`src/rtl/rs_encoder225_pkg.sv`:
```
// Shared GF(2^8) arithmetic, RS(255,225) generator coefficients and FSM encoding.
// Used by rs_encoder225 (optional error injection via RS_ENC_ERR_INJECT_EN).
package rs_encoder225_pkg;

  localparam int unsigned NUM_COEFS = 30;
  localparam int unsigned MSG_LEN   = 225;
  localparam int unsigned CW_LEN    = 255;

  typedef enum logic {
    StMsg    = 1'b0,
    StParity = 1'b1
  } state_e;

  typedef logic [NUM_COEFS-1:0][7:0] gen_t;

  // GF(2^8) multiply, primitive polynomial 0x11D
  function automatic logic [7:0] gf_mul(input logic [7:0] a, input logic [7:0] b);
    logic [7:0] p;
    logic [7:0] x;
    p = 8'h00;
    x = a;
    for (int i = 0; i < 8; i++) begin
      if (b[i]) p = p ^ x;
      x = {x[6:0], 1'b0} ^ (x[7] ? 8'h1d : 8'h00);
    end
    return p;
  endfunction

  // Low-order coefficients of prod_{i=1..30} (x + alpha^i); the monic x^30 term is implicit
  function automatic gen_t gen_poly();
    logic [7:0] g [0:NUM_COEFS];
    logic [7:0] root;
    gen_t       res;
    for (int j = 0; j <= NUM_COEFS; j++) g[j] = 8'h00;
    g[0] = 8'h01;
    root = 8'h01;
    for (int i = 1; i <= NUM_COEFS; i++) begin
      root = gf_mul(root, 8'h02);
      for (int j = i; j > 0; j--) g[j] = g[j-1] ^ gf_mul(g[j], root);
      g[0] = gf_mul(g[0], root);
    end
    for (int j = 0; j < NUM_COEFS; j++) res[j] = g[j];
    return res;
  endfunction

  localparam gen_t GEN = gen_poly();

endpackage

```
`src/rtl/rs_enc_lfsr.sv`:
```
// 30-stage systematic RS parity register: feedback load, plain shift-out and clear.
// Part of rs_encoder225 (RS_ENC_ERR_INJECT_EN does not affect this block).
module rs_enc_lfsr
  import rs_encoder225_pkg::*;
(
  input  logic       clock,
  input  logic       reset,
  input  logic       load,
  input  logic       shift,
  input  logic       clear,
  input  logic [7:0] data_in,
  output logic [7:0] parity_out
);

  logic [NUM_COEFS-1:0][7:0] r_q;
  logic [NUM_COEFS-1:0][7:0] r_d;
  logic [7:0]                fb;

  assign fb         = data_in ^ r_q[NUM_COEFS-1];
  assign parity_out = r_q[NUM_COEFS-1];

  always_comb begin
    r_d = r_q;
    if (clear) begin
      r_d = '0;
    end else if (load) begin
      r_d[0] = gf_mul(GEN[0], fb);
      for (int j = 1; j < NUM_COEFS; j++) r_d[j] = r_q[j-1] ^ gf_mul(GEN[j], fb);
    end else if (shift) begin
      r_d = {r_q[NUM_COEFS-2:0], 8'h00};
    end
  end

  always_ff @(posedge clock or negedge reset) begin
    if (!reset) r_q <= '0;
    else        r_q <= r_d;
  end

endmodule

```
`src/rtl/rs_encoder225.sv`:
```
// Streaming systematic RS(255,225) encoder with a one-deep registered output stage.
// Define RS_ENC_ERR_INJECT_EN to add err_inject/err_pos/err_val output corruption ports.
module rs_encoder225
  import rs_encoder225_pkg::*;
#(
  parameter int unsigned number_of_coefs = 30,
  parameter int unsigned msg_len         = 225,
  parameter int unsigned width           = 6
) (
  input  logic             clock,
  input  logic             reset,
  input  logic [7:0]       data_in,
  input  logic             data_in_valid,
  output logic             data_in_ready,
  output logic [7:0]       enc_out,
  output logic             enc_out_valid,
  input  logic             enc_out_ready,
  output logic             codeword_start,
  output logic             codeword_end,
  output logic [width-1:0] parity_idx
`ifdef RS_ENC_ERR_INJECT_EN
  ,
  input  logic             err_inject,
  input  logic [7:0]       err_pos,
  input  logic [7:0]       err_val
`endif
);

  localparam logic [7:0] MsgLast = 8'(msg_len - 1);
  localparam logic [7:0] CwLast  = 8'(msg_len + number_of_coefs - 1);
  localparam logic [7:0] MsgLen8 = 8'(msg_len);

  state_e     state_q;
  logic [7:0] cnt_q;
  logic       out_free;
  logic       in_fire;
  logic       par_load;
  logic       par_last;
  logic [7:0] par_byte;
  logic [7:0] inj;

  assign out_free      = !enc_out_valid || enc_out_ready;
  assign data_in_ready = reset && (state_q == StMsg) && out_free;
  assign in_fire       = data_in_ready && data_in_valid;
  assign par_load      = (state_q == StParity) && out_free;
  // Loading the last parity byte already frees the block for the next message byte
  assign par_last      = par_load && (cnt_q == CwLast);

`ifdef RS_ENC_ERR_INJECT_EN
  assign inj = (err_inject && (err_pos == cnt_q)) ? err_val : 8'h00;
`else
  assign inj = 8'h00;
`endif

  rs_enc_lfsr u_lfsr (
    .clock      (clock),
    .reset      (reset),
    .load       (in_fire),
    .shift      (par_load && !par_last),
    .clear      (par_last),
    .data_in    (data_in),
    .parity_out (par_byte)
  );

  always_ff @(posedge clock or negedge reset) begin
    if (!reset) begin
      state_q        <= StMsg;
      cnt_q          <= 8'h00;
      enc_out        <= 8'h00;
      enc_out_valid  <= 1'b0;
      codeword_start <= 1'b0;
      codeword_end   <= 1'b0;
      parity_idx     <= '0;
    end else if (in_fire) begin
      enc_out        <= data_in ^ inj;
      enc_out_valid  <= 1'b1;
      codeword_start <= (cnt_q == 8'h00);
      codeword_end   <= 1'b0;
      parity_idx     <= '0;
      cnt_q          <= cnt_q + 8'h01;
      if (cnt_q == MsgLast) state_q <= StParity;
    end else if (par_load) begin
      enc_out        <= par_byte ^ inj;
      enc_out_valid  <= 1'b1;
      codeword_start <= 1'b0;
      codeword_end   <= par_last;
      parity_idx     <= width'(cnt_q - MsgLen8);
      if (par_last) begin
        cnt_q   <= 8'h00;
        state_q <= StMsg;
      end else begin
        cnt_q <= cnt_q + 8'h01;
      end
    end else if (enc_out_ready) begin
      enc_out_valid <= 1'b0;
    end
  end

endmodule
```
`config.mk`:
```
export PLATFORM = sky130hd
export DESIGN_NAME = rs_encoder225
export DESIGN_NICKNAME = d
export VERILOG_FILES = /design/src/rtl/rs_encoder225_pkg.sv /design/src/rtl/rs_enc_lfsr.sv /design/src/rtl/rs_encoder225.sv
export SDC_FILE = /design/constraint.sdc
export NUM_CORES = 1
export LEC_CHECK = 0
export ABC_CLOCK_PERIOD_IN_PS = 5700
export CORE_MARGIN = 1
export CORE_UTILIZATION = 55
export CTS_CLUSTER_DIAMETER = 30
export CTS_CLUSTER_SIZE = 14
export DETAILED_ROUTE_END_ITERATION = 10
export DONT_BUFFER_PORTS = 1
export MAX_ROUTING_LAYER = met4
export PLACE_DENSITY = 0.79
export SLEW_MARGIN = 0
export SYNTH_ARGS = -nofsm -noshare
export SYNTH_HDL_FRONTEND = slang
export SYNTH_SLANG_ARGS = --single-unit
```
`constraint.sdc`:
```
create_clock -name clock -period 5.7 [get_ports clock]
set_clock_uncertainty 0.1 [all_clocks]
set_input_delay 1.71 -clock clock [delete_from_list [all_inputs] [get_ports clock]]
set_output_delay 1.71 -clock clock [all_outputs]
set_load 0.02 [all_outputs]
```
==> flow_summary_export.csv <==
group,metric,value,unit
pwr,pwr-share-comb,0.101,
routing,avgRoutedWirePerCell,20.6,um
synthesis,synth_cell_types,41,
die,die_y,164,um
clocking,post-cts-setup-buffers,0,
layout,final_layout_size_suffix_gt1_frac,0.109,
min_path,hold_start,"u_lfsr.r_q[7]",
synthesis,synth_mux_area_frac,0,
clocking,cts_tree,"yes",
global_route,grt_pass1_vias,10700,
min_path,hold_path_end,"u_lfsr.r_q[7]",
run,max_cap_violations,0,
global_route,grt_start_max_net_pins,269,
synthesis,synth.area.top_cells,"dfrtp_1, xnor2_1, nand2_1",
global_route,gr-total-overflow,0,
synthesis,ys_seq_area_frac,0.459,
routing,via_count,10700,
worst_setup_path,critPathBufInv,0,
placement,io_buffers,0,
pwr,ir_worst_vdd,0.309,mV
timing,period_minus_slack,4.03,ns
status,status,"completed",
pwr,p_clk_frac,0.572,
timing,tns,0,ns
worst_setup_path,end_kind,"primary output",
synthesis,yosys.area_share.simple,0.113,
synthesis,synth_nets,1485,
clocking,cts_root_buffer,"clkbuf_16",
worst_setup_path,r2r-start,"u_lfsr.parity_out[7]",
clocking,cts_buffer_depth,3,
die,die_w,164,um
worst_setup_path,crit_family,"simple AND/OR/NAND/NOR gates",
clocking,holdBufCountCts,0,
layout,most-common-layout-cells,"xnor2_1, dfrtp_1, nand2_1, o21ai_0, nor2_1",
synthesis,ys_ff_latch,266,
routing,wl,37800,um
pwr,p_switching,1.62,mW
placement,dp_hpwl,22400,um
layout,syn2layout_area_growth,16.2,%
timing,rsz0062_at_grt,"no",
timing,tightest_slew,1.14,ns
synthesis,synth_top_family_by_area,"XOR/XNOR gates",
pwr,p_total,6.14,mW
pwr,powerDensity,365,nW/um2
worst_setup_path,reg2reg_to,"u_lfsr.r_q[11]",
layout,n_antenna_cell,0,
synthesis,syn_avg_cell_area,9.87,um2
clocking,numCtsBuffers,57,
clocking,cts_max_level,2,
pwr,seqPwrFrac,0.327,
worst_setup_path,r2r_cells,6,
worst_setup_path,worstPathRequired,3.89,ns
timing,max_freq,248,MHz
die,io_pins,30,
worst_setup_path,crit_arrival,2.22,ns
die,core,26000,um2
worst_setup_path,cp_max_fo,268,
global_route,grt_use_total,0.304,
routing,drt_pass1_iterations,5,
worst_setup_path,crit_type,"input pin to primary output",
worst_setup_path,slowest_delay,0.40,ns
timing,max_slew_margin,0.235,
synthesis,synth.top_cell.area_share,0.459,
worst_setup_path,cp_cell_sequence,"and3_1",
layout,fin_area,16800,um2
worst_setup_path,crit_slowest_cell,"and3_1",
placement,post_dp_cell_area,14800,um2
synthesis,synthAdderAreaFrac,0.00345,
timing,slew_viol_final,0,
timing,fin_crit_sh,0.708,
clocking,cts_resized,0,
synthesis,synth_area,14500,um2
routing,drcViolationCount,0,
synthesis,synth-warning-count,0,
routing,via_per_inst,5.81,
global_route,grt_pass1_wl,60200,um
clocking,clkTransAtPathRegs,0.04,ns
die,initial_core_util,0.558,
worst_setup_path,cp-startpoint,"reset",
worst_setup_path,rrSetupSlack,2.56,ns
synthesis,synth_cells,1469,
timing,setup_slack,1.67,ns
clocking,clock_latency,0.58,ns
routing,drt_iter0_drc,1144,
synthesis,synth_top_cell_by_area,"dfrtp_1",
global_route,grt_antenna_before_repair,0,
routing,ant_nets,0,
min_path,min_path_cells,1,
min_path,hold_class,"register to register",
placement,gp_congestion,0.893,
die,die-area,27000,um2
pwr,internal_power,4.52,mW
layout,final_common_cell,"xnor2_1",
timing,setup_viol,0,
layout,finalNetCount,1472,
die,fp-row-count,59,
synthesis,synth_xor_area_frac,0.277,
pwr,power_leakage,6.76,nW
clocking,cts_sinks,266,
layout,fillers,1922,
worst_setup_path,cp-start-kind,"input pin",
placement,pre_cts_ws,1.43,ns
synthesis,synth_compound_area_frac,0.119,
pwr,switching_share,0.263,
timing,timing_hold_violations_final,0,
metrics by stage:
step	util	hold slack, ns	std cells
detailed placement	0.568	0.390	1732
floorplan	-	0.367	1469
global placement	0.568	0.379	1732
CTS	0.648	0.400	1840
global route	0.648	0.418	1840
finish	0.648	0.395	1840
metal layers:
layer,vias to the layer above,routed length [um],global-route usage
li1,4837,-,-
met1,5292,15600,0.398
met2,456,17500,0.459
met3,108,3170,0.0663
met4,0,1530,0.129
met5,-,0,-
sequential cells by signal, indices dropped and copies added, names as in the netlist:
register	cells
u_lfsr.parity_out	8
enc_out	8
codeword_start	1
u_lfsr.r_q	232
enc_out_valid	1
codeword_end	1
parity_idx	6
state_q	1
cnt_q	8
worst max path at each step:
stage,end,depth (start not counted)
2_1_floorplan,data_in_ready,2
6_report,data_in_ready,1
3_5_place_dp,u_lfsr.r_q[87],7
4_1_cts,data_in_ready,2
5_1_grt,data_in_ready,2
3_3_place_gp,u_lfsr.r_q[87],7
power by group through the flow:
| stage | clock [mW] | combinational, mW | sequential [mW] |
|---|---|---|---|
| after detailed placement | 0 | 0.602 | 2.04 |
| after floorplan | 0 | 0.480 | 2.01 |
| after global routing | 3.65 | 0.656 | 2.01 |
| final | 3.51 | 0.622 | 2.01 |
| after CTS | 3.55 | 0.613 | 2.01 |
| after global placement | 0 | 0.592 | 2.03 |
logic make-up (layout without fill, tap and decap cells):
group,after synthesis,in the layout
compound gates,296,296
buf+inv,100,136
flops,266,266
xor+xnor,384,384
fa+ha+maj,4,4
simple gates,419,419
cells in the mapped netlist (all sizes together):
master,count
a211o,2
a211oi,3
a21o,5
a21oi,6
a222oi,3
a31oi,5
and2,7
and3,1
buf,12
clkbuf,80
dfrtp,266
ha,4
inv,8
nand2,259
nand2b,2
nand3,7
nand4,1
nand4b,1
nor2,137
nor3,3
nor4,1
o211a,2
o211ai,29
o21ai,209
o22ai,1
o311ai,29
o41ai,2
xnor2,345
xnor3,22
xor2,17
layout make-up:
type                       count  area (um2)  share of cell area
clock buffer                  62        1470              0.0870
clock inverter                46         614              0.0365
inverter                       8        30.0             0.00178
multi-input combinational   1103        7460               0.443
sequential                   266        6660               0.395
tap                          335         419              0.0249
timing repair buffer          20         200              0.0119
Power figures use the tool's default switching activity.
